`src/rtl/systolic_host_link_if.sv`:
```
// Host-side bundle of the systolic tile link: parallel TX frames in,
// reassembled RX frames out, each with a valid/ready handshake.
interface systolic_host_link_if;
  logic [15:0] tx_col_data;
  logic [3:0]  tx_col_ctrl;
  logic [15:0] tx_row_data;
  logic [3:0]  tx_row_ctrl;
  logic        tx_valid;
  logic        tx_ready;

  logic [15:0] rx_col_data;
  logic [15:0] rx_row_data;
  logic [3:0]  rx_col_ctrl;
  logic [3:0]  rx_row_ctrl;
  logic        rx_valid;
  logic        rx_ready;
  logic        rx_overflow;

  // Host / test controller side.
  modport master (
    output tx_col_data, tx_col_ctrl, tx_row_data, tx_row_ctrl, tx_valid,
    input  tx_ready,
    input  rx_col_data, rx_row_data, rx_col_ctrl, rx_row_ctrl, rx_valid,
    input  rx_overflow,
    output rx_ready
  );

  // Link endpoint side.
  modport slave (
    input  tx_col_data, tx_col_ctrl, tx_row_data, tx_row_ctrl, tx_valid,
    output tx_ready,
    output rx_col_data, rx_row_data, rx_col_ctrl, rx_row_ctrl, rx_valid,
    output rx_overflow,
    input  rx_ready
  );
endinterface

```
`src/rtl/systolic_host_link.sv`:
```
// Host endpoint of the nibble-serial systolic tile link. Serialises 40-bit
// frames (col16, row16, cctl4, rctl4) MSB nibble first over 4 cycles and
// reassembles the returning stream. The frame counter is phase-locked to
// the tile through the shared synchronous reset.
module systolic_host_link (
  input  logic                clk,
  input  logic                rst_n,
  systolic_host_link_if.slave host,
  output logic [7:0]          tile_ui_out,
  output logic [1:0]          tile_ctrl_out,
  input  logic [7:0]          tile_uo_in,
  input  logic [1:0]          tile_ctrl_in,
  output logic [1:0]          frame_phase
);

  logic [1:0]  phase;
  logic        last_phase;

  // TX state
  logic        pend_full;
  logic [15:0] pend_col;
  logic [15:0] pend_row;
  logic [3:0]  pend_cctl;
  logic [3:0]  pend_rctl;
  logic [15:0] col_sr;
  logic [15:0] row_sr;
  logic [3:0]  cctl_sr;
  logic [3:0]  rctl_sr;
  logic        tx_ready_int;
  logic        tx_accept;

  // RX state
  logic [11:0] col_rsr;
  logic [11:0] row_rsr;
  logic [2:0]  cctl_rsr;
  logic [2:0]  rctl_rsr;
  logic [39:0] rx_frame;
  logic        frame_live;
  logic        rx_room;
  logic [39:0] rx_hold;
  logic        rx_valid_q;
  logic        rx_overflow_q;

  assign last_phase  = (phase == 2'd3);
  assign frame_phase = phase;

  // Pending can always be accepted at phase 3 because it drains that same edge.
  assign tx_ready_int  = !pend_full || last_phase;
  assign tx_accept     = host.tx_valid && tx_ready_int;
  assign host.tx_ready = tx_ready_int;

  // Line outputs come straight from the shift-register MSBs, so they are flop outputs.
  assign tile_ui_out   = {col_sr[15:12], row_sr[15:12]};
  assign tile_ctrl_out = {cctl_sr[3], rctl_sr[3]};

  // Last nibble/bit of the frame is taken live at phase 3, not via the shift register.
  assign rx_frame   = {col_rsr, tile_uo_in[7:4], row_rsr, tile_uo_in[3:0],
                       cctl_rsr, tile_ctrl_in[1], rctl_rsr, tile_ctrl_in[0]};
  assign frame_live = last_phase && (rx_frame != '0);
  assign rx_room    = !rx_valid_q || host.rx_ready;

  assign host.rx_col_data = rx_hold[39:24];
  assign host.rx_row_data = rx_hold[23:8];
  assign host.rx_col_ctrl = rx_hold[7:4];
  assign host.rx_row_ctrl = rx_hold[3:0];
  assign host.rx_valid    = rx_valid_q;
  assign host.rx_overflow = rx_overflow_q;

  // Free-running frame counter, wraps 3 -> 0.
  always_ff @(posedge clk) begin
    if (!rst_n) begin
      phase <= '0;
    end else begin
      phase <= phase + 2'd1;
    end
  end

  // TX: shift out between frame boundaries, reload at phase 3 (pending, direct, or idle).
  always_ff @(posedge clk) begin
    if (!rst_n) begin
      pend_full <= 1'b0;
      pend_col  <= '0;
      pend_row  <= '0;
      pend_cctl <= '0;
      pend_rctl <= '0;
      col_sr    <= '0;
      row_sr    <= '0;
      cctl_sr   <= '0;
      rctl_sr   <= '0;
    end else if (last_phase) begin
      if (pend_full) begin
        col_sr    <= pend_col;
        row_sr    <= pend_row;
        cctl_sr   <= pend_cctl;
        rctl_sr   <= pend_rctl;
        // A handshake in the draining cycle refills pending.
        pend_full <= tx_accept;
        if (tx_accept) begin
          pend_col  <= host.tx_col_data;
          pend_row  <= host.tx_row_data;
          pend_cctl <= host.tx_col_ctrl;
          pend_rctl <= host.tx_row_ctrl;
        end
      end else if (host.tx_valid) begin
        col_sr  <= host.tx_col_data;
        row_sr  <= host.tx_row_data;
        cctl_sr <= host.tx_col_ctrl;
        rctl_sr <= host.tx_row_ctrl;
      end else begin
        col_sr  <= '0;
        row_sr  <= '0;
        cctl_sr <= '0;
        rctl_sr <= '0;
      end
    end else begin
      col_sr  <= {col_sr[11:0], 4'h0};
      row_sr  <= {row_sr[11:0], 4'h0};
      cctl_sr <= {cctl_sr[2:0], 1'b0};
      rctl_sr <= {rctl_sr[2:0], 1'b0};
      if (tx_accept) begin
        pend_full <= 1'b1;
        pend_col  <= host.tx_col_data;
        pend_row  <= host.tx_row_data;
        pend_cctl <= host.tx_col_ctrl;
        pend_rctl <= host.tx_row_ctrl;
      end
    end
  end

  // RX: collect the first three nibbles/bits of each frame.
  always_ff @(posedge clk) begin
    if (!rst_n) begin
      col_rsr  <= '0;
      row_rsr  <= '0;
      cctl_rsr <= '0;
      rctl_rsr <= '0;
    end else if (!last_phase) begin
      col_rsr  <= {col_rsr[7:0], tile_uo_in[7:4]};
      row_rsr  <= {row_rsr[7:0], tile_uo_in[3:0]};
      cctl_rsr <= {cctl_rsr[1:0], tile_ctrl_in[1]};
      rctl_rsr <= {rctl_rsr[1:0], tile_ctrl_in[0]};
    end
  end

  // RX: hold non-idle frames for the host; drop and flag when the holder is busy.
  always_ff @(posedge clk) begin
    if (!rst_n) begin
      rx_hold       <= '0;
      rx_valid_q    <= 1'b0;
      rx_overflow_q <= 1'b0;
    end else begin
      if (rx_valid_q && host.rx_ready) begin
        rx_valid_q <= 1'b0;
      end
      if (frame_live) begin
        if (rx_room) begin
          rx_hold    <= rx_frame;
          rx_valid_q <= 1'b1;
        end else begin
          rx_overflow_q <= 1'b1;
        end
      end
    end
  end

endmodule
```
`src/flat_wrapper.sv`:
```
// flat-port wrapper written by rule: the top's interface ports become plain ports
module systolic_host_link_flat 
  (clk, rst_n, tile_ui_out, tile_ctrl_out, tile_uo_in, tile_ctrl_in, frame_phase, host_tx_col_data, host_tx_col_ctrl, host_tx_row_data, host_tx_row_ctrl, host_tx_valid, host_tx_ready, host_rx_col_data, host_rx_row_data, host_rx_col_ctrl, host_rx_row_ctrl, host_rx_valid, host_rx_overflow, host_rx_ready);
  systolic_host_link_if host_i ();
  input  logic clk;
  input  logic rst_n;
  output logic [7:0] tile_ui_out;
  output logic [1:0] tile_ctrl_out;
  input  logic [7:0] tile_uo_in;
  input  logic [1:0] tile_ctrl_in;
  output logic [1:0] frame_phase;
  input wire logic [$bits(host_i.tx_col_data)-1:0] host_tx_col_data;
  input wire logic [$bits(host_i.tx_col_ctrl)-1:0] host_tx_col_ctrl;
  input wire logic [$bits(host_i.tx_row_data)-1:0] host_tx_row_data;
  input wire logic [$bits(host_i.tx_row_ctrl)-1:0] host_tx_row_ctrl;
  input wire logic [$bits(host_i.tx_valid)-1:0] host_tx_valid;
  output wire logic [$bits(host_i.tx_ready)-1:0] host_tx_ready;
  output wire logic [$bits(host_i.rx_col_data)-1:0] host_rx_col_data;
  output wire logic [$bits(host_i.rx_row_data)-1:0] host_rx_row_data;
  output wire logic [$bits(host_i.rx_col_ctrl)-1:0] host_rx_col_ctrl;
  output wire logic [$bits(host_i.rx_row_ctrl)-1:0] host_rx_row_ctrl;
  output wire logic [$bits(host_i.rx_valid)-1:0] host_rx_valid;
  output wire logic [$bits(host_i.rx_overflow)-1:0] host_rx_overflow;
  input wire logic [$bits(host_i.rx_ready)-1:0] host_rx_ready;
  assign host_i.tx_col_data = host_tx_col_data;
  assign host_i.tx_col_ctrl = host_tx_col_ctrl;
  assign host_i.tx_row_data = host_tx_row_data;
  assign host_i.tx_row_ctrl = host_tx_row_ctrl;
  assign host_i.tx_valid = host_tx_valid;
  assign host_tx_ready = host_i.tx_ready;
  assign host_rx_col_data = host_i.rx_col_data;
  assign host_rx_row_data = host_i.rx_row_data;
  assign host_rx_col_ctrl = host_i.rx_col_ctrl;
  assign host_rx_row_ctrl = host_i.rx_row_ctrl;
  assign host_rx_valid = host_i.rx_valid;
  assign host_rx_overflow = host_i.rx_overflow;
  assign host_i.rx_ready = host_rx_ready;
  systolic_host_link u_core (.clk(clk), .rst_n(rst_n), .host(host_i), .tile_ui_out(tile_ui_out), .tile_ctrl_out(tile_ctrl_out), .tile_uo_in(tile_uo_in), .tile_ctrl_in(tile_ctrl_in), .frame_phase(frame_phase));
endmodule
```
`config.mk`:
```
export PLATFORM = sky130hd
export DESIGN_NAME = systolic_host_link_flat
export DESIGN_NICKNAME = d
export VERILOG_FILES = /design/src/rtl/systolic_host_link_if.sv /design/src/rtl/systolic_host_link.sv /design/src/flat_wrapper.sv
export SDC_FILE = /design/constraint.sdc
export NUM_CORES = 1
export LEC_CHECK = 0
export ABC_AREA = 1
export CAP_MARGIN = 30
export CORE_ASPECT_RATIO = 0.8
export CORE_MARGIN = 4
export CORE_UTILIZATION = 30
export CTS_BUF_LIST = sky130_fd_sc_hd__clkbuf_8
export DETAILED_ROUTE_END_ITERATION = 6
export PLACE_DENSITY = 0.57
export SYNTH_ARGS = -nofsm -noshare
export SYNTH_HDL_FRONTEND = slang
export SYNTH_SLANG_ARGS = --single-unit
```
`constraint.sdc`:
```
create_clock -name clk -period 1.33 [get_ports clk]
set_input_delay 0.266 -clock clk [delete_from_list [all_inputs] [get_ports clk]]
set_output_delay 0.266 -clock clk [all_outputs]
set_load 0.01 [all_outputs]
```
[After elaboration in Yosys (flattened, before gate mapping)]
Index checks and enable logic that the tools add are counted.
Storage, ports and cells
  input bits: 54
  output and inout bits: 55
  flip-flop bits (word level): 155
Cells by class
  bitwise gates (word level): 1
  mux-type cells: 30
  eq/ne operators: 2
  reduce and logical (&&, ||, !) cells: 12
  $add $sub $neg: 1
Operators by type and width (count)
  two-way mux 16 bit: 12
  two-way mux 4 bit: 12
  nonzero test 40 bit: 1
  two-way mux 1 bit: 6
  AND reduction 2 bit: 3
  logical AND 1 bit: 3
  adder 2 x 1 -> 2 bit (second input constant): 1
  equality test 2 bit (second input constant): 1
  logical NOT 1 bit: 2
  logical OR 1 bit: 2
  != test 2 bit (second input constant): 1
  nonzero test 2 bit: 1
  inverter 1 bit: 1

[Logic depth before layout (Yosys ltp)]
Gate-level depths: netlist of the first run.
  depth after elaboration: 6
  gate-level depth with buffers: 11
  depth with buffers taken out: 10

[Least setup slack after synthesis of the first run]
OpenSTA, ideal clock, no wires.
  kind: register to register
  from: register u_core.phase[0] (netlist: u_core.frame_phase[0])
  to: register u_core.pend_col[10]
  required time: 1.211 ns
  stages on the path, launching flop included: 9
  path slack: -0.172 ns
  clock period less this slack: 1.502 ns
  setup time: 0.119 ns
  data arrival time: 1.383 ns
  cell sequence: dfxtp_1 -> ha_1 -> buf_2 -> inv_2 -> nand2_2 -> nand3_2 -> clkbuf_2 -> o21ai_0 -> a21oi_1
Between the ends
  word-level cells in the longest chain between the ends: 6
  elaborated cells on any way between the ends: 7
  classes of those cells: 2 x eq/ne; 3 x mux; 2 x reduce/logical
RTL lines
  start, declared: RTL line systolic_host_link.sv:16  | logic [1:0] phase;
  start signal, assigned: RTL line systolic_host_link.sv:74  | phase <= phase + 2'd1;
  equality test 2 bit (*): RTL line systolic_host_link.sv:44  | assign last_phase = (phase == 2'd3);
  logical OR 1 bit (*): RTL line systolic_host_link.sv:48  | assign tx_ready_int = !pend_full || last_phase;
  named net host_tx_ready: RTL line flat_wrapper.sv:17  | output wire logic [$bits(host_i.tx_ready)-1:0] host_tx_ready;
  logical AND 1 bit (*): RTL line systolic_host_link.sv:49  | assign tx_accept = host.tx_valid && tx_ready_int;
  two-way mux 16 bit (*)
  two-way mux 16 bit
  two-way mux 16 bit (*): RTL line systolic_host_link.sv:90  | end else if (last_phase) begin
  end signal, assigned: RTL line systolic_host_link.sv:99  | pend_col <= host.tx_col_data;
  end signal, assigned: RTL line systolic_host_link.sv:122  | pend_col <= host.tx_col_data;
  end, declared: RTL line systolic_host_link.sv:21  | logic [15:0] pend_col;
Mark *: on every way through the listed nets, which the timed path passes. The rest lies on a longest branch. The select of a mux whose other input is x is not followed.
A chain may end at the register's enable or synchronous reset.

[Final worst setup path of the first run]
  from: input port tile_uo_in[0]
  to: register u_core.rx_hold[39]
Between the ends
  word-level cells in the longest chain between the ends: 3
RTL lines
  start, declared: RTL line flat_wrapper.sv:9  | input logic [7:0] tile_uo_in;
  nonzero test 40 bit: RTL line systolic_host_link.sv:59  | assign frame_live = last_phase && (rx_frame != '0);
  logical AND 1 bit: RTL line systolic_host_link.sv:59
  AND reduction 2 bit (no line)
  end signal, assigned: RTL line systolic_host_link.sv:157  | rx_hold <= rx_frame;
  end, declared: RTL line systolic_host_link.sv:40  | logic [39:0] rx_hold;
Every way passes these cells.

==> out/metrics.json, run 1 <==
{
  "post-route-util": {"value": 44.8, "unit": "%"},
  "area_fraction_of_the_dominant_cell_type_after_synthesis": {"value": 47.7, "unit": "%"},
  "slowest_stage": {"value": "clkdlybuf4s50_1"},
  "detail_route.iter0.violations": {"value": 424},
  "timing.final.hold_violations": {"value": 0},
  "kind_of_cell_with_the_highest_combined_delay_on_the_critical_path": {"value": "simple AND/OR/NAND/NOR gates"},
  "finish.net_count": {"value": 1083},
  "endpoint_kind": {"value": "register"},
  "critical_path.max_stage_delay": {"value": 0.49, "unit": "ns"},
  "syn-mean-instance-area": {"value": 7.33, "unit": "um2"},
  "htreeDepth": {"value": 4},
  "synth_top_area_cell": {"value": "dfxtp_1"},
  "layout_min_cycle_time": {"value": 1.55, "unit": "ns"},
  "routedWlPerCell": {"value": 14.6, "unit": "um"},
  "mostFrequentLayoutCells": {"value": "151 x inv_1, 114 x dfxtp_1, 110 x a21oi_1"},
  "largest_clock_skew_in_the_final_design": {"value": 0.0192, "unit": "ns"},
  "detailedPlacementHpwl": {"value": 11.5, "unit": "mm"},
  "path_class": {"value": "input port to register"},
  "ios": {"value": 109},
  "ir_worst_vdd": {"value": 0.000469, "unit": "V"},
  "placementRows": {"value": 47},
  "critical_path_arrival": {"value": 1.91, "unit": "ns"},
  "detail_route.wirelength": {"value": 19.1, "unit": "mm"},
  "core_area": {"value": 21000, "unit": "um2"},
  "initial_util": {"value": 31.0, "unit": "%"},
  "drcViolationCount": {"value": 0},
  "cts.reportedPaths.clkPinSlew": {"value": 0.09, "unit": "ns"},
  "area_growth_syn_to_layout": {"value": 44.6, "unit": "%"},
  "holdBufCountCts": {"value": 0},
  "worstPathRequired": {"value": 1.70, "unit": "ns"},
  "pin_count_of_the_biggest_net_entering_global_routing": {"value": 50},
  "dpl.cell_count": {"value": 1252},
  "clk_latency_worst_skew_pair": {"value": 0.47, "unit": "ns"},
  "power-per-cell-area": {"value": 1160, "unit": "nW/um2"},
  "clock_root_buffer": {"value": "clkbuf_8"},
  "cts_buffers": {"value": 17},
  "diode_insertion_count_for_antenna_repair": {"value": 0},
  "crit_fanout": {"value": 9},
  "floorplan.die_area": {"value": 24100, "unit": "um2"},
  "setup_tns": {"value": -10.21, "unit": "ns"},
  "crit_chain": {"value": "clkdlybuf4s50_1 -> nor2_4 -> nand2_2 -> nor2_2 -> nand2_1 -> nor2_2 -> nand2_4 -> nand3_4 -> clkbuf_16 -> nand2_1 -> inv_1 -> nor2_1"},
  "rsz0062_at_grt": {"value": "true"},
  "gpl.final_weighted_congestion": {"value": 0.788},
  "globalRouteTotalUtil": {"value": 15.5, "unit": "%"},
  "max_clock_freq": {"value": 647, "unit": "MHz"},
  "synthCells": {"value": 887},
  "critPathLaunchType": {"value": "input port"},
  "chipWidth": {"value": 173, "unit": "um"},
  "p_leak": {"value": 0.00404, "unit": "uW"},
  "max_slew.worst_pin.slew": {"value": 0.285, "unit": "ns"},
  "post_route_cells_drive_above_1_share": {"value": 32.6, "unit": "%"},
  "post_synth_num_cell_types": {"value": 24},
  "slew_viol_final": {"value": 0},
  "mappedNetlistNets": {"value": 942},
  "grt_first_pass_wirelength": {"value": 30.6, "unit": "mm"},
  "vias": {"value": 6087},
  "final_cells": {"value": 1310},
  "fraction_of_power_consumed_by_the_clock_network": {"value": 32.7, "unit": "%"},
  "power_report.internal_total": {"value": 7580, "unit": "uW"},
  "cts_max_path_buffers": {"value": 2},
  "synth-seq-cells": {"value": 155},
  "detail_route.vias_per_cell": {"value": 4.65},
  "drtAntennaViolNets": {"value": 0},
  "p_sw_share": {"value": 30.4, "unit": "%"},
  "power.share.sequential": {"value": 46.9, "unit": "%"},
  "setup_viol_count_final": {"value": 85},
  "finalWorstSetupSlack": {"value": -0.216, "unit": "ns"},
  "run_status": {"value": "finished with violations"},
  "yosys_warns": {"value": 0},
  "max_cap_violations": {"value": 0},
  "total_switching_power": {"value": 3310, "unit": "uW"},
  "final_worst_path_cycle_share": {"value": 116, "unit": "%"},
  "mappedNetlistArea": {"value": 6500, "unit": "um2"},
  "min-delay-path-class": {"value": "input port to register"},
  "global_route.overflow_total": {"value": 0},
  "timing.critical_path.buf_inv": {"value": 3},
  "synth.top_cells.by_area": {"value": "dfxtp_1 48%, a21oi_1 11%, inv_1 9.2%"},
  "failed_checks": {"value": "negative setup slack"},
  "grt_pass1_vias": {"value": 5723},
  "clock_sinks": {"value": 155},
  "yosysSeqAreaShare": {"value": 47.7, "unit": "%"},
  "drtPass1Iterations": {"value": 5},
  "fp.dieH": {"value": 140, "unit": "um"},
  "cts_tree": {"value": "done"},
  "power.share.combinational": {"value": 20.4, "unit": "%"},
  "max_slew_margin": {"value": 80.9, "unit": "%"},
  "antenna_found_initial": {"value": 1},
  "port_buffers": {"value": 108},
  "hold-worst-slack": {"value": 0.156, "unit": "ns"},
  "commonest_non_fill_non_tap_cell_in_the_layout": {"value": "inv_1"}
}
==> logic make-up (layout without fill, tap and decap cells) <==
group	count (synthesis)	after routing	synth area share (%)
buffers and inverters	245	398	16.0
flip-flops	155	155	47.7
adder cells (fa/ha/maj)	1	1	0.192
AND/OR/NAND/NOR	233	234	16.2
AO/OA/AOI/OAI	253	253	19.9
==> timing repair <==
action	4_1_cts	5_1_grt
endpoints found under the setup margin	133	169
resized for setup	325	132
cloned	12	3
endpoints found under the hold margin	0	0
pin swaps	30	22
setup buffers	14	4
==> worst register-to-register path, delay by kind of cell (launching register included) <==
family,cells,cell delay [ns]
buffers and inverters,2,0.23
DFF,1,0.33
and+or+nand+nor,9,0.87
==> area by class of cell <==
| type | count | area (um2) |
|---|---|---|
| Fill cell | 2094 | 11600 |
| Sequential cell | 155 | 3150 |
| Multi-Input combinational cell | 488 | 2900 |
| Timing Repair Buffer | 199 | 2000 |
| Inverter | 167 | 629 |
| Tap cell | 269 | 337 |
| Clock buffer | 18 | 248 |
| Clock inverter | 14 | 134 |
==> stage by stage <==
| stage | area, um2 | worst slack (ns) | total power, uW |
|---|---|---|---|
| 2_1_floorplan | 6540 | -0.00578 | 6100 |
| 3_3_place_gp | 8150 | -0.672 | 6840 |
| 3_5_place_dp | 8150 | -0.692 | 6860 |
| 4_1_cts | 9340 | -0.179 | 10900 |
| 5_1_grt | 9400 | -0.320 | 11400 |
| 6_report | 9400 | -0.216 | 10900 |
==> flip-flops by register name, summed over array words and instances, names as in the netlist, 3 cells and up <==
register	cells
u_core.rx_hold	40
u_core.col_sr	16
u_core.pend_col	16
u_core.pend_row	16
u_core.row_sr	16
u_core.col_rsr	12
u_core.row_rsr	12
u_core.cctl_sr	4
u_core.pend_cctl	4
u_core.pend_rctl	4
u_core.rctl_sr	4
u_core.cctl_rsr	3
u_core.rctl_rsr	3
==> power by group through the flow <==
stage	clock network, uW	registers (uW)	logic (uW)
after global placement	0	5200	1640
final	3560	5110	2220
after detailed placement	0	5200	1650
after floorplan	0	5200	897
after global routing	3840	5150	2420
after CTS	3630	5100	2140
==> synthesized netlist by cell type, drive strengths merged <==
master and count:
a21oi 143, clkbuf 42, inv 162, clkinv 5, o21ai 100, buf 36
nand3 33, dfxtp 155, nand2 91, ha 1, nand4 43, a211oi 10
nor2 66
==> routing by layer <==
layer  vias to the layer above  track usage [%]  wire length [um]
met5                         -                0                 8
met4                         2             4.20               165
met3                        13             4.26               982
met2                       134             22.3              8200
met1                      2804             22.8              9780
li1                       3134                -                 -
==> final timing paths <==
kind,slack (ns),from,to,cells past startpoint
max reg2reg,-0.20,u_core.cctl_rsr[2]$_SDFFE_PN0N_,u_core.rx_hold[39]$_SDFFE_PN0P_,11
max,-0.22,tile_uo_in[0],u_core.rx_hold[39]$_SDFFE_PN0P_,12
min reg2reg,0.45,u_core.pend_rctl[1]$_SDFFE_PN0P_,u_core.pend_rctl[1]$_SDFFE_PN0P_,2
min,0.16,rst_n,u_core.pend_row[3]$_SDFFE_PN0P_,3
Note: power is estimated with default switching activity, not from simulation.
==> run 2, diff against run 1 <==
--- a/config.mk
+++ b/config.mk
@@ -13,6 +13,7 @@
 export CTS_BUF_LIST = sky130_fd_sc_hd__clkbuf_8
 export DETAILED_ROUTE_END_ITERATION = 6
 export PLACE_DENSITY = 0.57
+export SKIP_LAST_GASP = 1
 export SYNTH_ARGS = -nofsm -noshare
 export SYNTH_HDL_FRONTEND = slang
 export SYNTH_SLANG_ARGS = --single-unit
==> run 2 against run 1 <==
The run still ends with negative setup slack left. Count of clock-buffer cells in the layout is the same. Via count is essentially flat. Routed wire length is essentially flat. Setup slack lost 0.014 ns. Register-to-register slack is essentially flat. Cell area shrank 0.55%. Non-clock buffer count is the same. Global-route usage shrank 0.15 points. Utilization shrank 0.24 points. Worst hold slack gained 0.0064 ns. Critical endpoint unchanged. Power shrank 0.28%. Cell count is the same.
==> out/metrics.json, run 2 (synthesized netlist as in run 1, its figures left out) <==
{
  "critical_path.max_stage_delay": {"value": 0.50, "unit": "ns", "change": "about the same"},
  "final_worst_path_cycle_share": {"value": 117, "unit": "%", "change": "+1.0 points"},
  "design_area": {"value": 9350, "unit": "um2", "change": "-0.55%"},
  "commonest_non_fill_non_tap_cell_in_the_layout": {"value": "inv_1"},
  "crit_chain": {"value": "clkdlybuf4s50_1 -> nor2_4 -> nand2_2 -> nor2_2 -> nand2_1 -> nor2_2 -> nand2_4 -> nand3_4 -> clkbuf_16 -> nand2_1 -> inv_1 -> nor2_1"},
  "detail_route.wirelength": {"value": 19.1, "unit": "mm", "change": "about the same"},
  "max_clock_freq": {"value": 641, "unit": "MHz", "change": "-0.87%"},
  "layout_min_cycle_time": {"value": 1.56, "unit": "ns", "change": "+0.0136 ns"},
  "ir_worst_vdd": {"value": 0.000469, "unit": "V", "change": "about the same"},
  "detailedPlacementHpwl": {"value": 11.5, "unit": "mm", "change": "unchanged"},
  "crit_fanout": {"value": 9, "change": "unchanged"},
  "holdBufCountCts": {"value": 0, "change": "unchanged"},
  "placementRows": {"value": 47, "change": "unchanged"},
  "cts.reportedPaths.clkPinSlew": {"value": 0.09, "unit": "ns", "change": "about the same"},
  "slew_viol_final": {"value": 0, "change": "unchanged"},
  "cts_max_path_buffers": {"value": 2, "change": "unchanged"},
  "setup_viol_count_final": {"value": 84, "change": "-1.2%"},
  "routedWlPerCell": {"value": 14.6, "unit": "um", "change": "about the same"},
  "critical_path_arrival": {"value": 1.92, "unit": "ns", "change": "about the same"},
  "timing.final.hold_violations": {"value": 0, "change": "unchanged"},
  "timing.critical_path.buf_inv": {"value": 3, "change": "unchanged"},
  "dp_slack": {"value": -0.692, "unit": "ns", "change": "unchanged"},
  "mostFrequentLayoutCells": {"value": "152 x inv_1, 114 x dfxtp_1, 113 x a21oi_1"},
  "gpl.final_weighted_congestion": {"value": 0.788, "change": "unchanged"},
  "max_slew.worst_pin.slew": {"value": 0.364, "unit": "ns", "change": "+0.0786 ns"},
  "p_leak": {"value": 0.00403, "unit": "uW", "change": "about the same"},
  "post_route_cells_drive_above_1_share": {"value": 31.4, "unit": "%", "change": "-1.2 points"},
  "core_area": {"value": 21000, "unit": "um2", "change": "unchanged"},
  "chipWidth": {"value": 173, "unit": "um", "change": "unchanged"},
  "htreeDepth": {"value": 4, "change": "unchanged"},
  "detail_route.vias_per_cell": {"value": 4.65, "change": "about the same"},
  "global_route.overflow_total": {"value": 0, "change": "unchanged"},
  "worstPathRequired": {"value": 1.69, "unit": "ns", "change": "about the same"},
  "finish.net_count": {"value": 1083, "change": "unchanged"},
  "ios": {"value": 109, "change": "unchanged"},
  "grt_pass1_vias": {"value": 5649, "change": "-1.3%"},
  "finalWorstSetupSlack": {"value": -0.230, "unit": "ns", "change": "-0.0136 ns"},
  "critPathLaunchType": {"value": "input port"},
  "antenna_found_initial": {"value": 1, "change": "unchanged"},
  "cts_tree": {"value": "done"},
  "max_cap_violations": {"value": 0, "change": "unchanged"},
  "vias": {"value": 6093, "change": "+0.099%"},
  "endpoint_kind": {"value": "register"},
  "rsz0062_at_grt": {"value": "true"},
  "clock_sinks": {"value": 155, "change": "unchanged"},
  "cts_buffers": {"value": 17, "change": "unchanged"},
  "min-delay-path-class": {"value": "input port to register"},
  "floorplan.die_area": {"value": 24100, "unit": "um2", "change": "unchanged"},
  "area_growth_syn_to_layout": {"value": 43.9, "unit": "%"},
  "grt_first_pass_wirelength": {"value": 30.3, "unit": "mm", "change": "-1.1%"},
  "drtAntennaViolNets": {"value": 0, "change": "unchanged"},
  "post-route-util": {"value": 44.5, "unit": "%", "change": "-0.24 points"},
  "drtPass1Iterations": {"value": 5, "change": "unchanged"},
  "placedInstanceArea": {"value": 8150, "unit": "um2", "change": "unchanged"},
  "max_slew_margin": {"value": 75.6, "unit": "%", "change": "-5.3 points"},
  "failed_checks": {"value": "negative setup slack"},
  "initial_util": {"value": 31.0, "unit": "%", "change": "unchanged"},
  "clock_root_buffer": {"value": "clkbuf_8"},
  "diode_insertion_count_for_antenna_repair": {"value": 0, "change": "unchanged"},
  "power-per-cell-area": {"value": 1160, "unit": "nW/um2", "change": "+0.27%"},
  "largest_register_ffs": {"value": 40, "change": "unchanged"},
  "largest_clock_skew_in_the_final_design": {"value": 0.0208, "unit": "ns", "change": "+0.00165 ns"},
  "top_register": {"value": "u_core.rx_hold"},
  "port_buffers": {"value": 108, "change": "unchanged"},
  "run_status": {"value": "finished with violations"},
  "pin_count_of_the_biggest_net_entering_global_routing": {"value": 50, "change": "unchanged"},
  "detail_route.iter0.violations": {"value": 452, "change": "+6.6%"},
  "kind_of_cell_with_the_highest_combined_delay_on_the_critical_path": {"value": "simple AND/OR/NAND/NOR gates"},
  "clk_latency_worst_skew_pair": {"value": 0.47, "unit": "ns", "change": "about the same"},
  "slowest_stage": {"value": "clkdlybuf4s50_1"},
  "fp.dieH": {"value": 140, "unit": "um", "change": "unchanged"},
  "globalRouteTotalUtil": {"value": 15.4, "unit": "%", "change": "-0.15 points"},
  "path_class": {"value": "input port to register"},
  "drcViolationCount": {"value": 0, "change": "unchanged"}
}
run 2: cell count changes in the layout (fill, tap and decap cells not counted), moves of 2 or more:
cell      before  now
nand2_1       72   75
nand2_2       11    8
a21oi_2       33   30
a21oi_1      110  113
a211oi_2       7    5
a211oi_1       3    5
run 2: area by class of cell:
cell class | instances | area (um2)
Fill cell | 2102 | 11600
Clock inverter | 14 | 134
Timing Repair Buffer | 199 | 2000
Multi-Input combinational cell | 488 | 2850
Inverter | 167 | 629
Sequential cell | 155 | 3150
Clock buffer | 18 | 248
Tap cell | 269 | 337
run 2: per-stage QoR:
step	hold WS, ns	power, uW	std cells	setup TNS (ns)
3_3_place_gp	0.431	6840	1252	-37.80
5_1_grt	0.125	11400	1310	-16.37
4_1_cts	0.110	10800	1309	-8.59
2_1_floorplan	0.424	6100	887	-0.114
3_5_place_dp	0.436	6860	1252	-39.10
6_report	0.162	10900	1310	-10.38
run 2: path summary, 6_finish.rpt:
check,startpoint,end,slack (ns),cells past startpoint
min,rst_n,u_core.pend_row[3]$_SDFFE_PN0P_,0.16,3
max reg2reg,u_core.row_rsr[0]$_SDFFE_PN0N_,u_core.rx_hold[39]$_SDFFE_PN0P_,-0.20,11
max,tile_uo_in[0],u_core.rx_hold[39]$_SDFFE_PN0P_,-0.23,12
min reg2reg,u_core.pend_rctl[1]$_SDFFE_PN0P_,u_core.pend_rctl[1]$_SDFFE_PN0P_,0.45,2
run 2: tightest hold or removal path, cell delays in order:
cell,delay (ns)
buf_4,0.20
o21ai_4,0.08
a21oi_2,0.03
run 2: power by group:
| group | internal, uW | total [uW] | switching [uW] |
|---|---|---|---|
| registers | 4960 | 5110 | 150 |
| logic | 1050 | 2200 | 1150 |
| clock network | 1570 | 3550 | 1980 |
run 2: timing repair:
item / 4_1_cts / 5_1_grt
gates cloned: 12 / 3
pin swaps: 17 / 30
setup buffers: 14 / 3
resized for setup: 293 / 150
endpoints found under the setup margin: 133 / 168
run 2: layer usage:
| metal | GRT usage (%) | up-vias | wire [um] |
|---|---|---|---|
| met5 | 0 | - | 8 |
| met4 | 4.03 | 2 | 182 |
| met3 | 4.23 | 14 | 926 |
| met2 | 22.0 | 144 | 8090 |
| met1 | 22.7 | 2792 | 9920 |
| li1 | - | 3141 | - |
